### src/rtl/biriscv_issue_scheduler.sv
// ---------------------------------------------------------------------------
// biriscv_issue_scheduler
//
// Dual-issue scheduler sitting between the two decode slots and the execution
// units. Each cycle it decides whether slot 0 issues and, if so, whether
// slot 1 may issue alongside it.
//
// State held:
//   - a pending-write scoreboard (one bit per architectural register) for
//     long-latency results (load, multiply, divide),
//   - divider occupancy,
//   - a free-running count of dual-issue cycles.
//
// Ports:
//   clk_i, rst_ni            clock, asynchronous active-low reset
//   slotN_valid_i            slot N holds an instruction
//   slotN_class_i[6:0]       {rd_valid, csr, div, mul, branch, lsu, exec}
//   slotN_rd/rs1/rs2_i       register indices
//   stall_i, flush_i         suppress issue while high
//   wb_{lsu,mul,div}_*       writebacks that retire pending registers
//   issue0_o, issue1_o       combinational issue decisions for this cycle
//   div_busy_o, sb_empty_o   registered divider / scoreboard status
//   dual_cnt_o               number of cycles in which both slots issued
// ---------------------------------------------------------------------------
module biriscv_issue_scheduler #(
  parameter int NUM_REGS = 32
) (
  input  logic        clk_i,
  input  logic        rst_ni,
  input  logic        slot0_valid_i,
  input  logic [6:0]  slot0_class_i,
  input  logic [4:0]  slot0_rd_i,
  input  logic [4:0]  slot0_rs1_i,
  input  logic [4:0]  slot0_rs2_i,
  input  logic        slot1_valid_i,
  input  logic [6:0]  slot1_class_i,
  input  logic [4:0]  slot1_rd_i,
  input  logic [4:0]  slot1_rs1_i,
  input  logic [4:0]  slot1_rs2_i,
  input  logic        stall_i,
  input  logic        flush_i,
  input  logic        wb_lsu_valid_i,
  input  logic [4:0]  wb_lsu_rd_i,
  input  logic        wb_mul_valid_i,
  input  logic [4:0]  wb_mul_rd_i,
  input  logic        wb_div_valid_i,
  input  logic [4:0]  wb_div_rd_i,
  output logic        issue0_o,
  output logic        issue1_o,
  output logic        div_busy_o,
  output logic        sb_empty_o,
  output logic [31:0] dual_cnt_o
);

  localparam int CLS_LSU = 1;
  localparam int CLS_BR  = 2;
  localparam int CLS_MUL = 3;
  localparam int CLS_DIV = 4;
  localparam int CLS_CSR = 5;
  localparam int CLS_RDV = 6;

  logic [NUM_REGS-1:0] sb_q, sb_d;
  logic                div_busy_q, div_busy_d;
  logic [31:0]         dual_cnt_q, dual_cnt_d;

  logic [NUM_REGS-1:0] clr_s, set_s, pend_s;
  logic                haz0_s, haz1_s, pair_ok_s;
  logic                issue0_s, issue1_s;
  logic                unused_s;

  // The exec class bit needs no special handling: exec results are bypassed.
  assign unused_s = ^{slot0_class_i[0], slot1_class_i[0]};

  // Register hazard against the effective pending set; x0 never hazards.
  function automatic logic reg_hazard(input logic [4:0] rs1, input logic [4:0] rs2,
                                      input logic [4:0] rd, input logic rd_valid,
                                      input logic [NUM_REGS-1:0] pend);
    logic h;
    h = 1'b0;
    if ((rs1 != 5'd0) && pend[rs1]) h = 1'b1;
    if ((rs2 != 5'd0) && pend[rs2]) h = 1'b1;
    if (rd_valid && (rd != 5'd0) && pend[rd]) h = 1'b1;
    return h;
  endfunction

  // Only loads, multiplies and divides are tracked; other results are bypassed.
  function automatic logic tracks_rd(input logic [6:0] cls, input logic [4:0] rd);
    return cls[CLS_RDV] && (rd != 5'd0) &&
           (cls[CLS_LSU] || cls[CLS_MUL] || cls[CLS_DIV]);
  endfunction

  // Issue decision, scoreboard and counter next-state.
  always_comb begin
    clr_s = {NUM_REGS{1'b0}};
    if (wb_lsu_valid_i) clr_s[wb_lsu_rd_i] = 1'b1;
    if (wb_mul_valid_i) clr_s[wb_mul_rd_i] = 1'b1;
    if (wb_div_valid_i) clr_s[wb_div_rd_i] = 1'b1;

    // Writebacks landing this cycle are bypassed, so they no longer block.
    pend_s = sb_q & ~clr_s;

    haz0_s = reg_hazard(slot0_rs1_i, slot0_rs2_i, slot0_rd_i, slot0_class_i[CLS_RDV], pend_s);
    haz1_s = reg_hazard(slot1_rs1_i, slot1_rs2_i, slot1_rd_i, slot1_class_i[CLS_RDV], pend_s);

    // CSR (and faults routed as CSR) serialise on the registered state only.
    issue0_s = rst_ni && slot0_valid_i && !stall_i && !flush_i && !haz0_s &&
               !(slot0_class_i[CLS_DIV] && div_busy_q) &&
               !(slot0_class_i[CLS_CSR] && !((sb_q == {NUM_REGS{1'b0}}) && !div_busy_q));

    pair_ok_s = !slot1_class_i[CLS_CSR] && !slot1_class_i[CLS_DIV] &&
                !slot0_class_i[CLS_CSR] &&
                !(slot1_class_i[CLS_MUL] && slot0_class_i[CLS_MUL]) &&
                !(slot1_class_i[CLS_LSU] && slot0_class_i[CLS_LSU]) &&
                !(slot1_class_i[CLS_BR]  && slot0_class_i[CLS_BR]);
    // Intra-pair dependency on slot 0's destination.
    if (slot0_class_i[CLS_RDV] && (slot0_rd_i != 5'd0) &&
        ((slot1_rs1_i == slot0_rd_i) || (slot1_rs2_i == slot0_rd_i) ||
         (slot1_rd_i == slot0_rd_i))) begin
      pair_ok_s = 1'b0;
    end else begin
      pair_ok_s = pair_ok_s;
    end

    issue1_s = issue0_s && slot1_valid_i && !haz1_s && pair_ok_s;

    set_s = {NUM_REGS{1'b0}};
    if (issue0_s && tracks_rd(slot0_class_i, slot0_rd_i)) set_s[slot0_rd_i] = 1'b1;
    if (issue1_s && tracks_rd(slot1_class_i, slot1_rd_i)) set_s[slot1_rd_i] = 1'b1;

    // Set wins over a same-cycle clear of the same index.
    sb_d    = (sb_q & ~clr_s) | set_s;
    sb_d[0] = 1'b0;

    if (issue0_s && slot0_class_i[CLS_DIV]) begin
      div_busy_d = 1'b1;
    end else if (wb_div_valid_i) begin
      div_busy_d = 1'b0;
    end else begin
      div_busy_d = div_busy_q;
    end

    dual_cnt_d = dual_cnt_q + {31'd0, (issue0_s && issue1_s)};
  end

  // State registers.
  always_ff @(posedge clk_i or negedge rst_ni) begin
    if (!rst_ni) begin
      sb_q       <= {NUM_REGS{1'b0}};
      div_busy_q <= 1'b0;
      dual_cnt_q <= 32'd0;
    end else begin
      sb_q       <= sb_d;
      div_busy_q <= div_busy_d;
      dual_cnt_q <= dual_cnt_d;
    end
  end

  assign issue0_o   = issue0_s;
  assign issue1_o   = issue1_s;
  assign div_busy_o = div_busy_q;
  assign sb_empty_o = (sb_q == {NUM_REGS{1'b0}});
  assign dual_cnt_o = dual_cnt_q;

endmodule

### config.mk
export PLATFORM = sky130hd
export DESIGN_NAME = biriscv_issue_scheduler
export DESIGN_NICKNAME = d
export VERILOG_FILES = /design/src/rtl/biriscv_issue_scheduler.sv
export SDC_FILE = /design/constraint.sdc
export NUM_CORES = 1
export LEC_CHECK = 0
export BUFFER_PORTS_ARGS = -buffer_cell sky130_fd_sc_hd__buf_4
export CAP_MARGIN = 20
export CORE_ASPECT_RATIO = 1.5
export CORE_MARGIN = 4
export CORE_UTILIZATION = 50
export DETAILED_ROUTE_END_ITERATION = 6
export GPL_TIMING_DRIVEN = 0
export MAX_ROUTING_LAYER = met4
export PLACE_DENSITY = 0.73
export SYNTH_ARGS = -nofsm -noshare
export SYNTH_HDL_FRONTEND = slang
export SYNTH_SLANG_ARGS = --single-unit
### constraint.sdc
create_clock -name clk_i -period 9 [get_ports clk_i]
set_input_delay 1.8 -clock clk_i [delete_from_list [all_inputs] [get_ports clk_i]]
set_output_delay 1.8 -clock clk_i [all_outputs]
set_load 0.01 [all_outputs]
# Word level (Yosys, flattened, before mapping)

Cells that the tools add are included.

Bitwise logic cells: 6
Equal/unequal tests: 3
Reduce and logical (&&, ||, !) cells: 68
Add/subtract/negate cells: 1
Mux-type cells: 36
$lt $le $gt $ge: 14

Operator list:

| kind               | count |
|---|---|
| $mux 32            | 5 |
| $or 32x32->32      | 4 |
| $lt 5x6->1 const B | 9 |
| $logic_and 1x1->1  | 40 |
| $add 32x1->32      | 1 |
| $and 32x32->32     | 1 |
| $logic_not 32->1   | 1 |
| $not 32->32        | 1 |
| $bmux 1 s5         | 6 |
| $reduce_bool 5->1  | 6 |
| $demux 1 s5        | 5 |
| $ge 5x1->1 const B | 5 |
| $mux 1             | 20 |
| $eq 5x5->1         | 3 |
| $logic_not 1->1    | 14 |
| $logic_or 1x1->1   | 6 |
| $reduce_bool 2->1  | 1 |

Bits in registers: 64
Logic and storage cells: 131
Output and inout port bits: 36
Input port bits: 68

# Logic depth before layout (Yosys ltp)

Depth in word-level cells: 27
Depth in mapped cells: 20
Gate-level depth less buffers: 17

# Least setup slack after synthesis

OpenSTA, ideal clock, no wires.

Path type: input-to-output
From: in wb_lsu_rd_i[0]
To: out issue1_o
Path slack: 3.140 ns
Arrival time: 4.060 ns
Required time: 7.200 ns
Buffers on the path: 1
Cell stages on the path: 9
Cells stage by stage: or4b_1 -> o22ai_2 -> nor2_1 -> mux4_2 -> o211ai_1 -> o311a_1 -> buf_2 -> and2_1 -> and3_1

Word-level cells in the longest chain between the ends: 24
Elaborated cells between the ends (all ways): 44
Classes of those cells: order compare (2); mux (23); bitwise (4); reduce/logical (15)

Ends and longest elaborated chain:

| item                                                           | RTL line | source |
|---|---|---|
| start: declaration                                             | 43       | `input logic [4:0] wb_lsu_rd_i,` |
| $lt 5x6->1 (implied by the code) or $ge 5x1->1 (tied branches) | 95       | `if (wb_lsu_valid_i) clr_s[wb_lsu_rd_i] = 1'b1;` |
| $logic_and 1x1->1 (implied by the code)                        | 95       |  |
| $mux 1 (implied by the code)                                   | 95       |  |
| $demux 1 s5 *                                                  | 95       |  |
| $mux 32 *                                                      | 95       |  |
| $or 32x32->32 (no source line)                                 | n/a      |  |
| $mux 32 *                                                      | 96       | `if (wb_mul_valid_i) clr_s[wb_mul_rd_i] = 1'b1;` |
| $or 32x32->32 (no source line)                                 | n/a      |  |
| [... 6 more ...]                                               | n/a      |  |
| $mux 1                                                         | 80       | `if ((rs1 != 5'd0) && pend[rs1]) h = 1'b1;` |
| $mux 1                                                         | 81       | `if ((rs2 != 5'd0) && pend[rs2]) h = 1'b1;` |
| $mux 1 *                                                       | 82       | `if (rd_valid && (rd != 5'd0) && pend[rd]) h = 1'b1;` |
| $logic_not 1->1 *                                              | 106      | `issue0_s = rst_ni && slot0_valid_i && !stall_i && !flush_i && !haz0_s &&` |
| $logic_and 1x1->1 * (2 in series)                              | 106      |  |
| $logic_and 1x1->1 *                                            | 107      | `!(slot0_class_i[CLS_DIV] && div_busy_q) &&` |
| net issue0_o                                                   | 48       | `output logic issue0_o,` |
| $logic_and 1x1->1 * (3 in series)                              | 124      | `issue1_s = issue0_s && slot1_valid_i && !haz1_s && pair_ok_s;` |
| end: declaration                                               | 49       | `output logic issue1_o,` |

The timed path passes the listed nets; every way through them passes the cells marked *. The select of a mux whose other input is x is not followed.

# Final worst setup path

From: in wb_lsu_rd_i[0]
To: out issue1_o

Word-level cells in the longest chain between the ends: 24
Elaborated cells between the ends (all ways): 44
Classes of those cells: order compare (2); mux (23); bitwise (4); reduce/logical (15)

Ends and longest elaborated chain:

| item                                                           | RTL line |
|---|---|
| $lt 5x6->1 (implied by the code) or $ge 5x1->1 (tied branches) | 95 |
| $logic_and 1x1->1 (implied by the code)                        | 95 |
| $mux 1 (implied by the code)                                   | 95 |
| $demux 1 s5 *                                                  | 95 |
| $mux 32 *                                                      | 95 |
| $or 32x32->32 (no source line)                                 | n/a |
| $mux 32 *                                                      | 96 |
| $or 32x32->32 (no source line)                                 | n/a |
| [... 6 more ...]                                               | n/a |
| $mux 1                                                         | 80 |
| $mux 1                                                         | 81 |
| $mux 1                                                         | 82 |
| $logic_not 1->1                                                | 106 |
| $logic_and 1x1->1 (2 in series)                                | 106 |
| $logic_and 1x1->1                                              | 107 |
| $logic_and 1x1->1                                              | 124 |
| $logic_and 1x1->1 * (2 in series)                              | 124 |

Mark *: on every way between the ends. The rest lies on a longest branch, timed or not. The select of a mux whose other input is x is not followed.

==> flow_summary.ini <==
[clock_network]
clkLatencyLatePin_ns = 0.34
h-tree-depth = 3
clk_pin_slew_ns = 0.05
cts_buffers = 9
cts_tree = yes
clock-sinks = 64
hold_buffers = 0
post_cts_buffers = 0
clockRootBuffer = clkbuf_16
cts-resized-gates = 0
clockBufferDepth = 2

[sta]
slew_violations = 0
hold_viol = 0
fin_crit_ns = 7.14
timing.fmax_ghz = 0.140
min_period_over_period_pct = 79.3
relSlewSlack_pct = 22.1
fin_worst_skew_ns = 0.00833
rsz0062_at_grt = false
tightestPinTransition_ns = 1.16
setup_viol = 0
tns_ns = 0

[final_layout]
drive_above_1_share_pct = 14.7
n_fill_cell = 1131
synthToLayoutAreaGrowth_pct = 19.4
instances_no_fill = 1096
diodes = 0
nNetsFinal = 1008

[place]
port_buffers = 89
dp_cells = 1078
finalWeightedCongestion = 1.16
dp_hpwl_um = 22600

[worst_setup_path]
start_kind = input pin
worstSetupPathType = input pin to output port
crit_buf_inv = 2
end_kind = output port
cp_slowest_stage_delay_ns = 0.62
critPathArrivalTime_ns = 5.34
crit_path_frequent_cell = buf_4
cpMaxStageDelayCell = or4b_1
crit_path_cell_trace = buf_4 > or4b_1 > o21ai_1 > o21ai_0 > o221a_1 > a221oi_1 > o311ai_1 > a41oi_2 > and2_1 > and3_1 > buf_4
crit_family = compound AO/OA/AOI/OAI gates
required_ns = 7.20
cp_max_fo = 9

[synth]
synth_nets = 906
syn-instance-count = 836
yosysTopAreaCellShare_pct = 25.7
synthArstFlopShare_pct = 100
synth.distinct_cells = 69
synthTopCellsByArea = dfrtp_1 26%, and3_1 4.9%, nor2_1 4.8%
ys_ff_latch = 64
synth_area_per_cell_um2 = 7.46
synthesis.area_mm2 = 0.00624
synthFlopType = dfrtp_1
synth.most_common_cell = nor2_1
ys_seq_area_share_pct = 25.7
synth_edf_count = 0
synth_top_area_cell = dfrtp_1
synth_warnings = 0
ys_top_cells_by_count = 80 x nor2_1, 64 x dfrtp_1, 53 x nand2_1, 53 x nor3_1, 49 x and3_1

[power]
leakagePower_nw = 3.01
power_per_cell_area_mw_per_mm2 = 116
ir_drop_mv = 0.0977

[drt]
drtIter0Drc = 1015
vias = 7935
finalWirelength_um = 30300
route.detailed.drc = 1
final_antenna_net_count = 0
first_pass_iters = 7
post_drt_wl_per_cell_um = 27.6
avgViaCountPerCell = 7.24

[floorplan]
start_util_pct = 51.6
rows = 49
core_area_mm2 = 0.0121
die-area_mm2 = 0.0144
die_w_um = 99.2
io_pins = 104
die_height_um = 145

[global_route]
grt_max_degree = 66
grt_usage_pct = 42.7
grt_pass1_wl_um = 44300
grt_pass1_vias = 7405
antenna_found_initial = 0
grt-ovfl-total = 0

[run_status]
violations = DRC
status = finished, violations left

[min_path]
hold_class = flip-flop to flip-flop

[run]
drv_cap = 0
==> where the power goes <==
| group | leakage (nW) | total [W] | internal, W | switching (W) |
|---|---|---|---|---|
| Clock | 0.159 | 0.000382 | 0.000251 | 0.000132 |
| Sequential | 0.888 | 0.000292 | 0.000290 | 0.00000190 |
| Combinational | 1.97 | 0.000188 | 0.0000628 | 0.000125 |
| Total | 3.01 | 0.000863 | 0.000604 | 0.000259 |
==> area by class of cell <==
cell class                      count  area [um^2]  area share [%]
Tap cell                          153          191            2.57
Inverter                           23         86.3            1.16
Multi-Input combinational cell    692         4300            57.8
Timing Repair Buffer               91          687            9.23
Buffer                             57          248            3.33
Clock inverter                      6         90.1            1.21
Sequential cell                    64         1600            21.5
Clock buffer                       10          239            3.21
==> per-stage QoR <==
stage	power, W	worst slack (ns)	area [um^2]	utilization [%]	hold slack, ns
floorplan	0.000400	3.14	6240	-	0.507
detailed placement	0.000476	1.88	7100	58.7	0.469
finish	0.000863	1.86	7440	61.6	0.479
global route	0.000888	1.72	7440	61.6	0.512
CTS	0.000854	2.11	7420	61.5	0.476
global placement	0.000475	1.92	7100	58.7	0.463
==> worst paths after layout <==
kind                                     start        endpoint  slack (ns)  cells past startpoint
worst max-delay path            wb_lsu_rd_i[0]        issue1_o        1.86                     11
worst min-delay path            dual_cnt_o[31]  dual_cnt_o[31]        0.48                      1
worst max register to register        sb_q[24]  dual_cnt_o[29]        3.61                     17
worst min register to register  dual_cnt_o[31]  dual_cnt_o[31]        0.48                      1
max in group asynchronous               rst_ni        sb_q[28]        6.91                      1
min in group asynchronous               rst_ni   dual_cnt_o[4]        1.56                      1
==> sequential cells by signal (all words and copies together) (netlist names) <==
register and count:
div_busy_o 1, dual_cnt_o 32, sb_q 31
==> cells in the final DEF (no fill, tap or decap), types with 8 or more instances in the layout <==
cell type  netlist  layout
nand4bb_1        9       9
clkbuf_1        38      38
buf_4            6      95
and3_1          49      49
nor2_1          80      80
nor4_1          23      23
o22ai_1         40      40
dfrtp_1         64      64
nand2b_1        11      11
o211ai_1         9       9
nor3_1          53      53
nand4_1         32      32
a21oi_1         12      12
clkbuf_16        0       9
buf_2            8       8
inv_1           21      21
nand3_1         39      39
o21ai_0         38      38
o21ai_1         36      36
nand2_1         53      53
nand4b_1         9       9
a31oi_1         36      36
xnor2_1         32      32
xor2_1          13      13
a22oi_1         16      16
==> kinds of logic after synthesis <==
kind of cell	Yosys count	synth area share, %
simple gates	398	34.5
compound gates	236	24.5
buf+inv	80	5.36
flops	64	25.7
xor+xnor	45	6.32
mux	11	3.19
fa+ha+maj	2	0.401
==> metal layers <==
metal	global-route usage, %	vias up	share of wire, %
li1	-	3428	-
met1	47.7	3638	34
met4	29.9	0	9.1
met5	-	-	0
met3	7.48	197	11
met2	69.1	672	46
Note: power is estimated with default switching activity, not from simulation.
